## src/rtl/key_conditioner_pkg.sv

```systemverilog
// Shared constants and types for the reaction-timer key conditioner and the FSM that consumes it.
package key_conditioner_pkg;

    localparam int unsigned CLK_HZ_DEFAULT = 50000000;
    localparam int unsigned MS_DIV_DEFAULT = CLK_HZ_DEFAULT / 1000;

    // Key channel indices: bit i of every key vector is KEYi.
    localparam int unsigned KEY_START = 0;
    localparam int unsigned KEY_STOP  = 1;

    // Reaction-timer FSM states, kept here so the FSM and the conditioner agree.
    typedef enum logic [1:0] {
        ST_IDLE      = 2'd0,
        ST_COUNTDOWN = 2'd1,
        ST_REACTION  = 2'd2,
        ST_DISPLAY   = 2'd3
    } rt_state_e;

    // Width of a counter that must hold values 0..max_val.
    function automatic int unsigned cnt_width(input int unsigned max_val);
        return (max_val < 1) ? 1 : $clog2(max_val + 1);
    endfunction

endpackage

```

## src/rtl/key_conditioner_if.sv

```systemverilog
// Key bundle between the board pins (master) and the conditioner (slave).
interface key_conditioner_if #(
    parameter int unsigned NUM_KEYS = 2
);
    logic [NUM_KEYS-1:0] key_raw_n;
    logic [NUM_KEYS-1:0] key_level;
    logic [NUM_KEYS-1:0] key_press;
    logic [NUM_KEYS-1:0] key_release;
    logic [NUM_KEYS-1:0] key_long;
    logic                tick_1ms;

    modport master (
        output key_raw_n,
        input  key_level, key_press, key_release, key_long, tick_1ms
    );

    modport slave (
        input  key_raw_n,
        output key_level, key_press, key_release, key_long, tick_1ms
    );
endinterface

```

## src/rtl/key_conditioner_key_channel.sv

```systemverilog
// One key: 2-FF synchronizer, ms-based debounce, press/release/long-press pulses.
module key_channel
    import key_conditioner_pkg::*;
#(
    parameter int unsigned DEBOUNCE_MS = 10,
    parameter int unsigned LONG_MS     = 1000
) (
    input  logic clk,
    input  logic reset_n,
    input  logic tick_1ms,
    input  logic key_raw_n,
    output logic key_level,
    output logic key_press,
    output logic key_release,
    output logic key_long
);

    localparam int unsigned DW = cnt_width(DEBOUNCE_MS);
    localparam int unsigned HW = cnt_width(LONG_MS);

    logic [1:0]    sync_q, sync_d;
    logic          level_q, level_d;
    logic [DW-1:0] deb_q, deb_d;
    logic [HW-1:0] hold_q, hold_d;
    logic          press_q, press_d;
    logic          release_q, release_d;
    logic          long_q, long_d;
    logic          s;

    // Synchronizer shift and the synchronized, active-high key level.
    always_comb begin
        sync_d = {sync_q[0], key_raw_n};
        s      = ~sync_q[1];
    end

    // Debounce: a new level must persist for DEBOUNCE_MS ticks; any agreeing cycle restarts it.
    always_comb begin
        level_d = level_q;
        deb_d   = deb_q;
        if (s == level_q) begin
            deb_d = '0;
        end else if (tick_1ms) begin
            if (deb_q == DW'(DEBOUNCE_MS - 1)) begin
                level_d = s;
                deb_d   = '0;
            end else begin
                deb_d = deb_q + DW'(1);
            end
        end
    end

    // Edge pulses line up with the first cycle the new level is visible.
    always_comb begin
        press_d   = level_d & ~level_q;
        release_d = ~level_d & level_q;
    end

    // Hold counter saturates at LONG_MS; key_long fires on the single step that reaches it.
    always_comb begin
        hold_d = hold_q;
        long_d = 1'b0;
        if (!level_q) begin
            hold_d = '0;
        end else if (tick_1ms && (hold_q != HW'(LONG_MS))) begin
            hold_d = hold_q + HW'(1);
            long_d = (hold_q == HW'(LONG_MS - 1));
        end
    end

    // State registers; raw pins reset to the released level.
    always_ff @(posedge clk or negedge reset_n) begin
        if (!reset_n) begin
            sync_q    <= '1;
            level_q   <= 1'b0;
            deb_q     <= '0;
            hold_q    <= '0;
            press_q   <= 1'b0;
            release_q <= 1'b0;
            long_q    <= 1'b0;
        end else begin
            sync_q    <= sync_d;
            level_q   <= level_d;
            deb_q     <= deb_d;
            hold_q    <= hold_d;
            press_q   <= press_d;
            release_q <= release_d;
            long_q    <= long_d;
        end
    end

    assign key_level   = level_q;
    assign key_press   = press_q;
    assign key_release = release_q;
    assign key_long    = long_q;

endmodule

```

## src/rtl/key_conditioner.sv

```systemverilog
// Key conditioner top: shared 1 ms prescaler fanned out to NUM_KEYS independent key channels.
module key_conditioner
    import key_conditioner_pkg::*;
#(
    parameter int unsigned NUM_KEYS    = 2,
    parameter int unsigned CLK_HZ      = CLK_HZ_DEFAULT,
    parameter int unsigned DEBOUNCE_MS = 10,
    parameter int unsigned LONG_MS     = 1000
) (
    input logic              clk,
    input logic              reset_n,
    key_conditioner_if.slave bus
);

    localparam int unsigned MS_DIV = CLK_HZ / 1000;
    localparam int unsigned PW     = cnt_width(MS_DIV - 1);

    logic [PW-1:0] presc_q, presc_d;
    logic          tick_q, tick_d;

    // Prescaler counts 0..MS_DIV-1; the tick is registered so it appears the cycle after the wrap value.
    always_comb begin
        tick_d = (presc_q == PW'(MS_DIV - 1));
        if (tick_d) begin
            presc_d = '0;
        end else begin
            presc_d = presc_q + PW'(1);
        end
    end

    // Prescaler registers.
    always_ff @(posedge clk or negedge reset_n) begin
        if (!reset_n) begin
            presc_q <= '0;
            tick_q  <= 1'b0;
        end else begin
            presc_q <= presc_d;
            tick_q  <= tick_d;
        end
    end

    assign bus.tick_1ms = tick_q;

    for (genvar i = 0; i < NUM_KEYS; i++) begin : g_key
        key_channel #(
            .DEBOUNCE_MS (DEBOUNCE_MS),
            .LONG_MS     (LONG_MS)
        ) u_key_channel (
            .clk         (clk),
            .reset_n     (reset_n),
            .tick_1ms    (tick_q),
            .key_raw_n   (bus.key_raw_n[i]),
            .key_level   (bus.key_level[i]),
            .key_press   (bus.key_press[i]),
            .key_release (bus.key_release[i]),
            .key_long    (bus.key_long[i])
        );
    end

endmodule

```

## src/flat_wrapper.sv

```systemverilog
// flat-port wrapper written by rule: the top's interface ports become plain ports
module key_conditioner_flat import key_conditioner_pkg::*;
#(
    parameter int unsigned NUM_KEYS    = 2,
    parameter int unsigned CLK_HZ      = CLK_HZ_DEFAULT,
    parameter int unsigned DEBOUNCE_MS = 10,
    parameter int unsigned LONG_MS     = 1000
)
  (clk, reset_n, bus_key_raw_n, bus_key_level, bus_key_press, bus_key_release, bus_key_long, bus_tick_1ms);
  key_conditioner_if #(.NUM_KEYS(NUM_KEYS)) bus_i ();
  input logic clk;
  input logic reset_n;
  input wire logic [$bits(bus_i.key_raw_n)-1:0] bus_key_raw_n;
  output wire logic [$bits(bus_i.key_level)-1:0] bus_key_level;
  output wire logic [$bits(bus_i.key_press)-1:0] bus_key_press;
  output wire logic [$bits(bus_i.key_release)-1:0] bus_key_release;
  output wire logic [$bits(bus_i.key_long)-1:0] bus_key_long;
  output wire logic [$bits(bus_i.tick_1ms)-1:0] bus_tick_1ms;
  assign bus_i.key_raw_n = bus_key_raw_n;
  assign bus_key_level = bus_i.key_level;
  assign bus_key_press = bus_i.key_press;
  assign bus_key_release = bus_i.key_release;
  assign bus_key_long = bus_i.key_long;
  assign bus_tick_1ms = bus_i.tick_1ms;
  key_conditioner #(.NUM_KEYS(NUM_KEYS), .CLK_HZ(CLK_HZ), .DEBOUNCE_MS(DEBOUNCE_MS), .LONG_MS(LONG_MS)) u_core (.clk(clk), .reset_n(reset_n), .bus(bus_i));
endmodule
```

## config.mk

```make
export PLATFORM = sky130hd
export DESIGN_NAME = key_conditioner_flat
export DESIGN_NICKNAME = d
export VERILOG_FILES = /design/src/rtl/key_conditioner_pkg.sv /design/src/rtl/key_conditioner_if.sv /design/src/rtl/key_conditioner_key_channel.sv /design/src/rtl/key_conditioner.sv /design/src/flat_wrapper.sv
export SDC_FILE = /design/constraint.sdc
export NUM_CORES = 1
export LEC_CHECK = 0
export BUFFER_PORTS_ARGS = -buffer_cell sky130_fd_sc_hd__buf_2
export CELL_PAD_IN_SITES_DETAIL_PLACEMENT = 0
export CELL_PAD_IN_SITES_GLOBAL_PLACEMENT = 2
export CORE_MARGIN = 4
export CORE_UTILIZATION = 36
export CTS_CLUSTER_DIAMETER = 30
export DETAILED_ROUTE_END_ITERATION = 10
export GPL_TIMING_DRIVEN = 1
export PLACE_DENSITY_LB_ADDON = 0.1
export SYNTH_ARGS = -nofsm -noshare
export SYNTH_HDL_FRONTEND = slang
export SYNTH_SLANG_ARGS = --single-unit
```

## constraint.sdc

```tcl
create_clock -name clk -period 1.5 [get_ports clk]
set_input_delay 0.3 -clock clk [delete_from_list [all_inputs] [get_ports clk]]
set_output_delay 0.3 -clock clk [all_outputs]
set_load 0.02 [all_outputs]
```

## Word level (Yosys, flattened, before mapping)

Index checks and enable logic that the tools add are counted.

- Memories kept: 0
- ROM bits: 0
- Output and inout bits: 9
- Bits of input ports: 4
- Bits in writable memories: 0
- Register bits after elaboration: 57
- Word-level logic and storage cells: 67
- Bits in latches: 0

- Div/mod/pow operators: 0
- Eq/ne operators: 11
- Reductions and logical operators: 4
- Shift operators: 0
- Bitwise gates (word level): 10
- Magnitude comparators: 0
- $mul: 0
- Add/sub/neg operators: 5
- Mux-type cells: 21

Operators with widths:

| cell | number |
|---|---|
| 2-to-1 mux 10 bit | 4 |
| 2-to-1 mux 4 bit | 6 |
| adder 10 x 1 -> 10 bit, second input constant | 2 |
| equality test 10 bit, second input constant | 2 |
| != test 10 bit, second input constant | 2 |
| adder 16 x 1 -> 16 bit, second input constant | 1 |
| equality test 16 bit, second input constant | 1 |
| 2-to-1 mux 16 bit | 1 |
| 2-to-1 mux 1 bit | 10 |
| adder 4 x 1 -> 4 bit, second input constant | 2 |
| equality test 4 bit, second input constant | 2 |
| NOT 1 bit | 6 |
| AND 1 bit | 4 |
| != test 2 x 1 -> 1 bit, second input constant | 2 |
| nonzero test 2 bit | 2 |
| equality test 1 bit | 2 |
| logical AND 1 bit | 2 |

## Logic depth before layout (Yosys ltp)

- Word-level depth: 6
- Mapped depth: 6
- Depth with buffers taken out: 6

## By module

A second synthesis with hierarchy kept.

- Cell total of the unflattened synthesis: 270
- Area, all modules: 2841.5 um^2

Modules (own cells, without submodules):

| module | area an instance (um^2) | cells an instance | instances | seq. area each (um^2) |
|---|---|---|---|---|
| key_channel | 1027.2 | 101 | 2 | 503.0 |
| key_conditioner | 787.0 | 68 | 1 | 425.4 |

## Worst setup path before layout

OpenSTA, ideal clock, no wires.

- Path type: reg2reg
- From: register u_core.presc_q[11]
- To: register u_core.presc_q[15]
- Library setup time: 0.119 ns
- Buffers on the path: 1
- Path slack: -0.094 ns
- Data required time: 1.381 ns
- Stages on the path, launching flop included: 6
- Period minus slack after synthesis: 1.594 ns
- Arrival time: 1.476 ns
- Cells stage by stage: dfrtp_1 or4b_1 nor4_1 and4_1 buf_6 nor2_1

- Word-level cells in the longest chain between the ends: 2

Ends and longest elaborated chain:

| item | RTL line | source |
|---|---|---|
| start, declared | key_conditioner.sv:18 | `logic [PW-1:0] presc_q, presc_d;` |
| start signal, assigned | key_conditioner.sv:37 | `presc_q <= presc_d;` |
| equality test 16 bit | key_conditioner.sv:23 | `tick_d = (presc_q == PW'(MS_DIV - 1));` |
| via u_core.tick_d | key_conditioner.sv:19 | `logic tick_q, tick_d;` |
| 2-to-1 mux 16 bit | key_conditioner.sv:24 | `if (tick_d) begin` |
| via u_core.presc_d[15] | key_conditioner.sv:18 |  |

The timed path passes the listed nets, and every way through them passes these cells.
A chain may end at the register's enable or synchronous reset.

## Final worst setup path

- From: register u_core.presc_q[12]
- To: register u_core.presc_q[8]

- Word-level cells in the longest chain between the ends: 2

Ends and longest elaborated chain:

| item | RTL line |
|---|---|
| equality test 16 bit | key_conditioner.sv:23 |
| 2-to-1 mux 16 bit | key_conditioner.sv:24 |
| via u_core.presc_d[8] | key_conditioner.sv:18 |

The timed path passes the listed nets, and every way through them passes these cells.

==> metrics.log <==
INFO  metric failing_checks = setup timing
INFO  metric fill_cells = 739
INFO  metric syn_inst = 256
INFO  metric power_total = 2.96 mW
INFO  metric final_hold_violating_endpoints = 0
INFO  metric setup.worst_path.end_class = register
INFO  metric synth_top_area_share = 48.7%
INFO  metric detail_route.drc_violations = 0
INFO  metric setup-tns-final = -0.878 ns
INFO  metric synth-seq-cells = 57
INFO  metric cap_viol_max_count = 0
INFO  metric floorplan.initialDensity = between 30% and 40%
INFO  metric hold_path_end = u_core.g_key[0].u_key_channel.sync_q[0]$_DFF_PN1_
INFO  metric synth.most_common_cell = dfrtp_1
INFO  metric syn_area = 2720 um^2
INFO  metric post_route_cells_drive_above_1_share = 24.3%
INFO  metric detail_route.vias_per_cell = ~4.7
INFO  metric status = complete, but fails checks
INFO  metric finalNetCount = 313
INFO  metric critical-path-max-stage-delay = 0.52 ns
INFO  metric worst_pin_slew = between 0.3 and 0.4 ns
INFO  metric synth-edff-count = 0
INFO  metric drv_slew = 0
INFO  metric synthesis_warnings = 0
INFO  metric cp_data_required_time = 1.72 ns
INFO  metric synth_simple_gate_area_share = 22.8%
INFO  metric grt_pass1_vias = approximately 1900
INFO  metric synth_top_family_by_area = simple AND/OR/NAND/NOR gates
INFO  metric finalCritPeriodShare = 107%
INFO  metric slowest_stage = or4b_1
INFO  metric cts_sinks = 57
INFO  metric detailed_place_hpwl = 3.26 mm
INFO  metric buffer_ports.inserted = 12
INFO  metric power_density = between 800 and 900 nW/um^2
INFO  metric aggregate_global_routing_overflow = 0
INFO  metric compound_cell_area_share_of_the_yosys_netlist = 5.33%
INFO  metric synth_adder_area_share = 4.14%
INFO  metric core_area = ~7300 um^2
INFO  metric largest_cells_by_area_after_synthesis = dfrtp_1, xor2_1, xnor2_1
INFO  metric cts.path.max_buffers = 2
INFO  metric synthDominantAreaCellType = dfrtp_1
INFO  metric vias_post_dr = 1882
INFO  metric finalWorstSetupSlack = -0.107 ns
INFO  metric route.final.wire_length = 5.03 mm
INFO  metric cts_max_level = 3
INFO  metric worst_path_cell_trace = or4b_1, nor4_1, and4_1, buf_6, nor2_1
INFO  metric synth_xor_area_share = between 10% and 20%
INFO  metric hp-start = bus_key_raw_n[0]
INFO  metric cp_data_arrival_time = around 1.8 ns
INFO  metric tritoncts = yes
INFO  metric critical_path_maximum_fanout = 8
INFO  metric yosys-top-cells-count = dfrtp_1, nand2_1, xor2_1, and2_1, nor2_1
INFO  metric synth_top_flop_cell = dfrtp_1
INFO  metric ios = 13
INFO  metric finClkSkew = 0.00683 ns
INFO  metric grt_pass1_wl = 8.94 mm
INFO  metric drtIter0Drc = between 60 and 70
INFO  metric synthToLayoutAreaGrowth = 22.0%
INFO  metric worstSetupStartpointType = register
INFO  metric ir_worst_vdd = 0.000354 V
INFO  metric internal_reg_to_reg_setup_slack = -0.11 ns
INFO  metric die-width = 95.0 um
INFO  metric synth.net_count = roughly 270
INFO  metric grt_setup_unrepaired = yes
INFO  metric grt_use_total = a little over an eighth
INFO  metric cts_inserted_buffers = 9
INFO  metric syn-mean-instance-area = 10.6 um^2
INFO  metric timing.fmax = between 600 and 700 MHz
INFO  metric reg2reg_to = u_core.presc_q[8]$_DFF_PN0_
INFO  metric leakagePower = 1.54 nW
INFO  metric die_height = 95.0 um
INFO  metric gpl.final_weighted_congestion = between 0.7 and 0.8
INFO  metric finalSetupViolCount = 9
INFO  metric synthMuxAreaShare = less than 1%
INFO  metric synth-seq-area-share = 52.6%
INFO  metric clk_pin_slew = 0.06 ns
INFO  metric die_area = 9020 um^2
INFO  metric cts_root_buffer = clkbuf_8
INFO  metric worstHoldPathType = in2reg
INFO  metric grt_max_degree = 58
INFO  metric drt.antenna.violating_nets = 0
INFO  metric timing.hold.worst_path_depth = 1
INFO  metric first_drt_pass_iteration_count = 6
INFO  metric post_synth_num_cell_types = 34
INFO  metric max-slew-margin-rel = 77.0%
INFO  metric worst-setup-path-type = reg2reg
INFO  metric avgRoutedWirePerCell = between 10 and 15 um
INFO  metric reg2regPathDepth = 5
INFO  metric clk_latency = 0.33 ns
INFO  metric finalCriticalPeriod = 1.61 ns
INFO  metric share_of_synthesized_registers_carrying_an_async_set_or_reset = 100%
INFO  metric antenna_violations_before_repair = 0
INFO  metric dpl_worst_slack = -0.0987 ns
INFO  metric antenna_cells = 0
INFO  metric std_cell_rows = 31
INFO  metric worstReg2RegStart = u_core.presc_q[12]$_DFF_PN0_
==> how the worst max path moves through the flow <==
stage	start	end
floorplan	u_core.presc_q[12]$_DFF_PN0_	u_core.presc_q[1]$_DFF_PN0_
global placement	u_core.presc_q[12]$_DFF_PN0_	u_core.presc_q[1]$_DFF_PN0_
detailed placement	u_core.presc_q[12]$_DFF_PN0_	u_core.presc_q[1]$_DFF_PN0_
CTS	u_core.presc_q[12]$_DFF_PN0_	u_core.presc_q[8]$_DFF_PN0_
global route	u_core.presc_q[12]$_DFF_PN0_	u_core.presc_q[6]$_DFF_PN0_
finish	u_core.presc_q[12]$_DFF_PN0_	u_core.presc_q[8]$_DFF_PN0_
==> logic make-up after synthesis <==
group           Yosys count
simple gates            113
flops                    57
xor+xnor                 32
compound gates           23
buf+inv                  20
fa+ha+maj                 9
mux                       2
==> report_power, final <==
group / total (mW) / internal [mW] / switching, mW
clock: 1.36 / 0.775 / 0.581
sequential: 1.55 / 1.55 / 0.00392
combinational: 0.0513 / 0.0146 / 0.0367
==> per-stage QoR <==
stage                     cells  cell area [um^2]  hold slack [ns]  utilization (%)
final                       404              3320           0.0679             45.6
after global routing        404              3320           0.0365             45.6
after CTS                   402              3270           0.0402             44.8
after detailed placement    383              3050            0.333             41.8
after global placement      383              3050            0.329             41.8
after floorplan             256              2720          0.00441                -
==> cell usage in the layout, fill, tap and decap left out, types with 3 or more instances in the layout <==
cell,count
dfrtp_1,52
buf_4,30
nand2_1,23
xor2_1,18
and2_1,15
xnor2_1,14
nor2_1,13
clkbuf_8,13
buf_2,12
nor3_1,11
o21ai_0,11
nand4_1,10
nand3_1,9
inv_1,8
ha_1,8
nor2b_1,5
nand4b_1,4
dfstp_2,4
nor3b_1,3
and4_1,3
a21boi_0,3
nor3_2,3
==> worst max-delay path, delay by kind of cell (launching register included) <==
kind,cells,cell delay [ns]
buf+inv,1,0.14
simple gates,4,0.98
flops,1,0.37
==> state kept, by name, summed over array words and instances (netlist names) <==
signal,cells
u_core.g_key.u_key_channel.key_press,2
u_core.g_key.u_key_channel.sync_q,4
u_core.g_key.u_key_channel.key_long,2
u_core.presc_q,16
u_core.g_key.u_key_channel.deb_q,8
u_core.g_key.u_key_channel.hold_q,20
u_core.bus.tick_1ms,1
u_core.g_key.u_key_channel.key_release,2
u_core.g_key.u_key_channel.key_level,2
==> per-layer routing <==
layer | GRT usage [%] | routed length [um]
met4 | 5.77 | 56
met1 | 16.2 | 2340
met5 | 0 | 0
met2 | 20.3 | 2460
met3 | 4.78 | 170
==> final cells by class <==
type,count,area (um^2),area share (%)
Clock buffer,14,183,5.50
Clock inverter,2,10.0,0.301
Inverter,8,30.0,0.904
Multi-Input combinational cell,179,1220,36.6
Sequential cell,57,1430,43.1
Tap cell,99,124,3.73
Timing Repair Buffer,45,327,9.83
==> repair_timing <==
item	CTS	global route
pin swaps	5	2
resized for setup	1	10
buffers inserted	2	2
hold buffers	1	0
hold endpoints to repair	53	0
endpoints found under the setup margin	10	23
(Power assumes the default switching activity.)
